[src/rtl/demux2_1_stream.sv]
// Two-way valid/ready stream demultiplexer with per-channel one-entry output slices.
// Optional per-channel saturating beat counters are built when DEMUX2_1_STREAM_CNT_EN is defined.
module demux2_1_stream #(
  parameter int WIDTH = 8,
  parameter int CNT_W = 16
) (
  input  logic             clk,
  input  logic             reset_n,
  input  logic [WIDTH-1:0] in_data,
  input  logic             in_sel,
  input  logic             in_last,
  input  logic             in_valid,
  output logic             in_ready,
  output logic [WIDTH-1:0] out0_data,
  output logic             out0_last,
  output logic             out0_valid,
  input  logic             out0_ready,
  output logic [WIDTH-1:0] out1_data,
  output logic             out1_last,
  output logic             out1_valid,
  input  logic             out1_ready
`ifdef DEMUX2_1_STREAM_CNT_EN
  ,
  output logic [CNT_W-1:0] cnt0,
  output logic [CNT_W-1:0] cnt1
`endif
);

  typedef enum logic [1:0] {IDLE, ROUTE0, ROUTE1} state_e;

  if (WIDTH < 1) begin : g_bad_width
    $error("demux2_1_stream: WIDTH must be >= 1");
  end
  if (CNT_W < 1) begin : g_bad_cnt_w
    $error("demux2_1_stream: CNT_W must be >= 1");
  end

  state_e           state_q, state_d;
  logic             route;
  logic             accept;
  logic             load0, load1;
  logic [WIDTH-1:0] out0_data_q, out0_data_d, out1_data_q, out1_data_d;
  logic             out0_last_q, out0_last_d, out1_last_q, out1_last_d;
  logic             out0_valid_q, out0_valid_d, out1_valid_q, out1_valid_d;

  // Route is live from in_sel only between packets; in_valid never feeds in_ready.
  always_comb begin
    route = in_sel;
    if (state_q == ROUTE0) route = 1'b0;
    else if (state_q == ROUTE1) route = 1'b1;

    in_ready = route ? (~out1_valid_q | out1_ready) : (~out0_valid_q | out0_ready);
    accept   = in_valid & in_ready;
    load0    = accept & ~route;
    load1    = accept & route;

    state_d = state_q;
    if (accept) begin
      if (in_last) state_d = IDLE;
      else         state_d = route ? ROUTE1 : ROUTE0;
    end

    out0_valid_d = load0 | (out0_valid_q & ~out0_ready);
    out0_data_d  = load0 ? in_data : out0_data_q;
    out0_last_d  = load0 ? in_last : out0_last_q;
    out1_valid_d = load1 | (out1_valid_q & ~out1_ready);
    out1_data_d  = load1 ? in_data : out1_data_q;
    out1_last_d  = load1 ? in_last : out1_last_q;
  end

  always_ff @(posedge clk or negedge reset_n) begin
    if (!reset_n) begin
      state_q      <= IDLE;
      out0_valid_q <= 1'b0;
      out0_data_q  <= '0;
      out0_last_q  <= 1'b0;
      out1_valid_q <= 1'b0;
      out1_data_q  <= '0;
      out1_last_q  <= 1'b0;
    end else begin
      state_q      <= state_d;
      out0_valid_q <= out0_valid_d;
      out0_data_q  <= out0_data_d;
      out0_last_q  <= out0_last_d;
      out1_valid_q <= out1_valid_d;
      out1_data_q  <= out1_data_d;
      out1_last_q  <= out1_last_d;
    end
  end

  assign out0_data  = out0_data_q;
  assign out0_last  = out0_last_q;
  assign out0_valid = out0_valid_q;
  assign out1_data  = out1_data_q;
  assign out1_last  = out1_last_q;
  assign out1_valid = out1_valid_q;

`ifdef DEMUX2_1_STREAM_CNT_EN
  logic [CNT_W-1:0] cnt0_q, cnt0_d, cnt1_q, cnt1_d;

  // Counters track delivered beats and stick at all-ones.
  always_comb begin
    cnt0_d = cnt0_q;
    cnt1_d = cnt1_q;
    if (out0_valid_q && out0_ready && (cnt0_q != {CNT_W{1'b1}})) cnt0_d = cnt0_q + CNT_W'(1);
    if (out1_valid_q && out1_ready && (cnt1_q != {CNT_W{1'b1}})) cnt1_d = cnt1_q + CNT_W'(1);
  end

  always_ff @(posedge clk or negedge reset_n) begin
    if (!reset_n) begin
      cnt0_q <= '0;
      cnt1_q <= '0;
    end else begin
      cnt0_q <= cnt0_d;
      cnt1_q <= cnt1_d;
    end
  end

  assign cnt0 = cnt0_q;
  assign cnt1 = cnt1_q;
`endif

endmodule

[config.mk]
export PLATFORM = sky130hd
export DESIGN_NAME = demux2_1_stream
export DESIGN_NICKNAME = d
export VERILOG_FILES = /design/src/rtl/demux2_1_stream.sv
export SDC_FILE = /design/constraint.sdc
export NUM_CORES = 1
export LEC_CHECK = 0
export CAP_MARGIN = 20
export CELL_PAD_IN_SITES_DETAIL_PLACEMENT = 0
export CELL_PAD_IN_SITES_GLOBAL_PLACEMENT = 2
export CORE_UTILIZATION = 27
export DETAILED_ROUTE_END_ITERATION = 12
export GPL_ROUTABILITY_DRIVEN = 0
export GPL_TIMING_DRIVEN = 1
export PLACE_DENSITY = 0.79
export SKIP_CTS_REPAIR_TIMING = 1
export SLEW_MARGIN = 20
export SYNTH_ARGS = -nofsm -noshare
export SYNTH_HDL_FRONTEND = slang
export SYNTH_SLANG_ARGS = --single-unit
[constraint.sdc]
create_clock -name clk -period 1.7 [get_ports clk]
set_input_delay 0.34 -clock clk [delete_from_list [all_inputs] [get_ports clk]]
set_output_delay 0.34 -clock clk [all_outputs]
set_load 0.01 [all_outputs]
== Word-level counts from Yosys, hierarchy flattened ==
Cells that the tools add are included.

* Eq/ne operators: 2
* Mux-type cells: 5
* Bitwise logic cells: 14

{| class="wikitable"
|+ Operators with widths
! cell !! count
|-
| bitwise AND 1 bit || 5
|-
| NOT 1 bit || 5
|-
| two-way mux 2 bit || 2
|-
| OR 1 bit || 4
|-
| two-way mux 1 bit || 3
|-
| == test 2 x 1 -> 1 bit, second input constant || 1
|-
| == test 2 bit, second input constant || 1
|}

* Register bits: 22
* Output and inout bits: 21

== Logic depth before layout (Yosys ltp) ==
Gate-level depths: netlist (run 1).

* Word-level depth: 7
* Gate-level depth with buffers: 4

== Worst setup path after synthesis (run 1) ==
No wires, ideal clock.

* Path type: register to output
* Start point: register state_q[1]
* End point: output in_ready
* Arrival: 1.083 ns
* Required time: 1.360 ns
* Slack: 0.277 ns
* Cell stages (with the launch flop): 4
* Path buffers: 0
* Path through: dfrtp_1 > nor2b_2 > o211a_1 > or2_2

* Longest elaborated chain between the ends: 4
* Elaborated cells on any way between the ends: 5
* Classes of those cells: 2 x eq/ne; 3 x mux

{| class="wikitable"
|+ Ends and longest elaborated chain
! element !! RTL line !! RTL
|-
| start, declared || 38 || <nowiki>state_e state_q, state_d;</nowiki>
|-
| start signal, assigned || 81 || <nowiki>state_q <= state_d;</nowiki>
|-
| == test 2 bit || 50 || <nowiki>else if (state_q == ROUTE1) route = 1'b1;</nowiki>
|-
| two-way mux 1 bit || 50 ||
|-
| two-way mux 1 bit * || 49 || <nowiki>if (state_q == ROUTE0) route = 1'b0;</nowiki>
|-
| two-way mux 1 bit * || 52 || <nowiki>in_ready = route ? (~out1_valid_q | out1_ready) : (~out0_valid_q | out0_ready);</nowiki>
|-
| end, declared || 13 || <nowiki>output logic in_ready,</nowiki>
|}

Every way passes the cells marked *; elsewhere a longest branch is shown, timed or not.

== Worst setup path in the final report (run 1) ==
Ends and elaborated chain as after synthesis.

==> flow_metrics.env, run 1 <==
export IMPL_layout_min_cycle_time_ps=1760
export IMPL_timing_fmax_mhz=569
export IMPL_clk_pin_slew_ps=120
export IMPL_detailedRoute_firstPassIterationCount=2
export IMPL_cts_root_buf="clkbuf_4"
export IMPL_finalHoldWorstSlack_ps=373
export IMPL_post_dp_hpwl_um=1310
export IMPL_max_slew_worst_pin_slew_ps=278
export IMPL_synthMostInstantiatedCell="dfrtp_1"
export IMPL_cts_tree="yes"
export IMPL_synth_common_cells="dfrtp_1 (22), mux2_2 (18), nand2b_1 (3)"
export IMPL_regToRegEndpoint="out0_data[3]"
export IMPL_first_global_vias=659
export IMPL_antenna_found_initial=0
export IMPL_grt_max_degree=23
export IMPL_synth_cell_types=14
export IMPL_cts_htree_levels=1
export IMPL_die_y_um=58.9
export IMPL_p_leak_nw=0.592
export IMPL_n_antenna_cell=0
export IMPL_p_total_mw=2.44
export IMPL_fin_area_sq_mm=0.00139
export IMPL_die_w_um=58.9
export IMPL_finalSetupTns_ps=-56.5
export IMPL_numPortBuffers=35
export IMPL_slew_violations=0
export IMPL_setup_viol=1
export IMPL_hold_violations=0
export IMPL_synth_cell_area_sq_um=873
export IMPL_wl_per_cell_um=12.3
export IMPL_clkLatencyLatePin_ps=300
export IMPL_initial_core_util=0.286
export IMPL_drt_initial_drc_count=3
export IMPL_drc=0
export IMPL_synth_edff_count=0
export IMPL_synth_seq_cells=22
export IMPL_finalCritPeriodShare=1.03
export IMPL_grt_setup_unrepaired="yes"
export IMPL_nNetsFinal=116
export IMPL_synth_fp_nets=70
export IMPL_final_setup_skew_ps=3.71
export IMPL_criticalPathCategory="reg2out"
export IMPL_vias=613
export IMPL_fillers=298
export IMPL_r2r_start="state_q[1]"
export IMPL_crit_required_ps=1360
export IMPL_drive_gt1_frac=0.370
export IMPL_syn_area_per_cell_sq_um=15.9
export IMPL_crit_path_start_kind="register"
export IMPL_synth_top_cell_area_share=0.630
export IMPL_violations="setup timing"
export IMPL_clock_path_buffers=2
export IMPL_crit_fanout=3
export IMPL_ys_top_cells_by_area="dfrtp_1 (63%), mux2_2 (23%), a211oi_4 (2.3%), a32o_1 (2.3%), nand2b_1 (2.1%)"
export IMPL_seq_area_frac_synth=0.630
export IMPL_drt_wl_total_um=1770
export IMPL_antenna_left=0
export IMPL_power_density_mw_per_mm2=1760
export IMPL_min_path_type="in2async"
export IMPL_die_area_sq_mm=0.00347
export IMPL_place_area_sq_mm=0.00132
export IMPL_setup_worst_path_start="state_q[1]"
export IMPL_boundaryPins=36
export IMPL_cts_buffers=3
export IMPL_reg2regPathDepth=6
export IMPL_max_cap_violations=0
export IMPL_endpoint_kind="primary output"
export IMPL_yosysTopAreaCell="dfrtp_1"
export IMPL_cp_data_arrival_time_ps=1420
export IMPL_slew_headroom=0.815
export IMPL_grtUsageTotal=0.117
export IMPL_ir_drop_mv=0.686
export IMPL_outcome="finished with violations"
export IMPL_worst_slack_ps=-56.5
export IMPL_vias_per_cell=4.26
export IMPL_area_delta_synth_final_pct=58.6
export IMPL_overflow=0
export IMPL_async_flop_share=1.00
export IMPL_cts_sinks=22
export IMPL_ys_warnings_count=0
export IMPL_reg2reg_slack_ps=170
export IMPL_core_area_sq_mm=0.00305
export IMPL_fp_row_count=20
export IMPL_netlist_instances=55
export IMPL_synth_ff_type="dfrtp_1"
export IMPL_grt_pass1_wl_um=2920
-- metal layers --
layer	global-route usage	vias up	routed length, um
met2	0.195	23	831
met3	0.0374	2	129
met4	0.0510	0	10
met1	0.138	303	801
li1	-	285	-
met5	0	-	0
-- cell families (layout without fill, tap and decap cells) --
logic type	count (synthesis)	after routing	synth area share
compound gates	5	5	0.0630
buf+inv	1	46	0.00429
flops	22	22	0.630
mux	18	18	0.232
simple gates	9	9	0.0702
-- registers in the layout, indices dropped and copies added (netlist names) --
name / count
out1_last: 1
out0_data: 8
out1_data: 8
out0_last: 1
out0_valid: 1
state_q: 2
out1_valid: 1
-- power by group --
| group | switching [mW] | leakage (nW) | internal [mW] |
|---|---|---|---|
| clock network | 0.151 | 0.0210 | 0.130 |
| logic | 0.437 | 0.311 | 0.798 |
| registers | 0.141 | 0.260 | 0.781 |
-- worst max-delay path, cell delays in order (launching register included) --
cell,delay [ps]
dfrtp_1,410
nor2b_4,130
o211a_1,230
or2_4,230
buf_6,120
-- cell type report --
type                            instances  area, sq um  area share
Sequential cell                        22          552       0.398
Timing Repair Buffer                   41          397       0.286
Multi-Input combinational cell         32          342       0.247
Tap cell                               44         55.1      0.0397
Clock buffer                            4         36.3      0.0262
Inverter                                1         3.75     0.00271
-- per-stage QoR --
| stage | util | std cells | setup WS [ps] |
|---|---|---|---|
| after floorplan | - | 55 | 277 |
| after global placement | 0.434 | 140 | -426 |
| after detailed placement | 0.434 | 140 | -462 |
| after CTS | 0.445 | 144 | -490 |
| after global routing | 0.454 | 144 | -128 |
| final | 0.454 | 144 | -56.5 |
-- cells in the final DEF, fill, tap and decap left out --
| cell type | count |
|---|---|
| buf_6 | 1 |
| buf_4 | 6 |
| mux2_2 | 18 |
| or2_4 | 1 |
| nand2_1 | 1 |
| nand2b_4 | 1 |
| nor2b_2 | 1 |
| o21ai_0 | 1 |
| clkbuf_4 | 3 |
| a32o_1 | 2 |
| inv_1 | 1 |
| a211oi_4 | 1 |
| nand2_4 | 2 |
| clkdlybuf4s50_1 | 34 |
| dfrtp_1 | 21 |
| clkbuf_8 | 1 |
| dfrtp_2 | 1 |
| nor2b_4 | 1 |
| o211a_1 | 1 |
| nand2b_1 | 2 |
-- worst max-delay path by stage --
stage                     to  slack [ps]
floorplan           in_ready         280
global placement    in_ready        -430
detailed placement  in_ready        -460
CTS                 in_ready        -490
global route        in_ready        -130
finish              in_ready         -60
(Power assumes the default switching activity.)
==> run 2, diff against run 1 <==
- CAP_MARGIN: 20 -> default
==> results of run 2 <==
The final DEF is identical to that of run 1; final timing and power are the same.
==> run 3, diff against run 2 <==
- CORE_MARGIN: default -> 5
==> run 3 against run 2 <==
Against the previous run: the run still ends with setup timing left; non-clock buffer count grew 3; setup slack worse by 20 ps; critical path depth unchanged; sequential cell count unchanged; count of clock-buffer cells in the layout decreased by 1; core utilization rose by 0.77 points; largest power group unchanged; combinational power increased by 5%; die area is 29% higher; fmax is 1.1% lower; worst hold slack worse by 20 ps.
==> flow_metrics.env, run 3 (synthesized netlist as in run 1, its figures left out) <==
export IMPL_worst_slack_ps=-76.3
export IMPL_clkLatencyLatePin_ps=310
export IMPL_die_w_um=66.9
export IMPL_r2r_start="state_q[1]"
export IMPL_hold_violations=0
export IMPL_cp_data_arrival_time_ps=1440
export IMPL_grt_setup_unrepaired="yes"
export IMPL_vias=632
export IMPL_max_slew_worst_pin_slew_ps=272
export IMPL_regToRegEndpoint="out1_data[1]"
export IMPL_slew_violations=0
export IMPL_die_y_um=66.9
export IMPL_slew_headroom=0.818
export IMPL_post_dp_hpwl_um=1460
export IMPL_final_common_cell="clkdlybuf4s50_1"
export IMPL_outcome="finished with violations"
export IMPL_fp_row_count=20
export IMPL_crit_path_start_kind="register"
export IMPL_grt_pass1_wl_um=3120
export IMPL_ir_drop_mv=0.979
export IMPL_drt_wl_total_um=1970
export IMPL_min_path_type="in2async"
export IMPL_layout_min_cycle_time_ps=1780
export IMPL_fillers=299
export IMPL_antenna_found_initial=0
export IMPL_vias_per_cell=4.30
export IMPL_cts_tree="yes"
export IMPL_core_area_sq_mm=0.00308
export IMPL_endpoint_kind="primary output"
export IMPL_cts_htree_levels=1
export IMPL_final_cell_mix="clkdlybuf4s50_1 (34), dfrtp_1 (22), mux2_2 (18)"
export IMPL_grt_max_degree=23
export IMPL_antenna_left=0
export IMPL_boundaryPins=36
export IMPL_post_place_ws_ps=-476
export IMPL_overflow=0
export IMPL_power_density_mw_per_mm2=1840
export IMPL_reg2reg_slack_ps=150
export IMPL_max_cap_violations=0
export IMPL_p_total_mw=2.61
export IMPL_die_area_sq_mm=0.00447
export IMPL_finalNonFillerCells=147
export IMPL_detailedRoute_firstPassIterationCount=2
export IMPL_area_delta_synth_final_pct=62.6
export IMPL_finalCritPeriodShare=1.04
export IMPL_drive_gt1_frac=0.369
export IMPL_cts_root_buf="clkbuf_4"
export IMPL_setup_worst_path_start="state_q[1]"
export IMPL_drt_initial_drc_count=6
export IMPL_clk_pin_slew_ps=130
export IMPL_cts_buffers=3
export IMPL_setup_viol=1
export IMPL_crit_required_ps=1360
export IMPL_wl_per_cell_um=13.4
export IMPL_dp_cells=143
export IMPL_initial_core_util=0.284
export IMPL_crit_fanout=3
export IMPL_cts_sinks=22
export IMPL_violations="setup timing"
export IMPL_nNetsFinal=119
export IMPL_first_global_vias=692
export IMPL_timing_fmax_mhz=563
export IMPL_criticalPathCategory="reg2out"
export IMPL_n_antenna_cell=0
export IMPL_p_leak_nw=0.614
export IMPL_drc=0
export IMPL_final_setup_skew_ps=8.36
export IMPL_finalHoldWorstSlack_ps=353
export IMPL_clock_path_buffers=2
export IMPL_grtUsageTotal=0.0958
export IMPL_reg2regPathDepth=5
export IMPL_numPortBuffers=35
-- run 3: changes by cell type in the layout (fill, tap and decap cells not counted) --
| cell | delta |
|---|---|
| nor2b_1 | +1 |
| nor2b_2 | -1 |
| bufinv_16 | +1 |
| buf_4 | +3 |
| clkbuf_8 | -1 |
| dfrtp_2 | -1 |
| dfrtp_1 | +1 |
-- run 3: worst max path at each step --
stage	endpoint	slack, ps	cells past startpoint
floorplan	in_ready	280	3
detailed placement	in_ready	-480	5
global placement	in_ready	-470	5
global route	in_ready	-120	5
CTS	in_ready	-520	4
finish	in_ready	-80	4
-- run 3: final cells by class --
class                   count  area, sq um  share of cell area
clock buffers               3         22.5              0.0159
clock inverters             1         30.0              0.0211
inverters                   1         3.75             0.00264
multi-input cells          32          339               0.239
flip-flops and latches     22          551               0.388
well taps                  44         55.1              0.0388
repair buffers             44          419               0.295
-- run 3: where the power goes --
part / leakage [nW] / switching (mW) / internal (mW)
clock: 0.0279 / 0.160 / 0.238
combinational: 0.324 / 0.466 / 0.830
sequential: 0.262 / 0.140 / 0.779
-- run 3: worst max-delay path: stages (launching register included) --
cell	delay, ps
dfrtp_1	420
nor2b_4	130
o211a_1	230
or2_4	230
buf_6	120
-- run 3: through the flow --
| step | cell area (sq um) | utilization | TNS [ps] |
|---|---|---|---|
| floorplan | 873 | - | 0 |
| global placement | 1350 | 0.437 | -3520 |
| detailed placement | 1350 | 0.437 | -4020 |
| CTS | 1400 | 0.454 | -517 |
| global route | 1420 | 0.461 | -120 |
| finish | 1420 | 0.461 | -76.3 |
-- run 3: per-layer routing --
metal  global-route usage  vias up  wire length, um
met5                    0        -                0
met4               0.0380        0               22
met3               0.0455        3              210
met2                0.156       25              942
met1                0.107      313              791
li1                     -      291                -
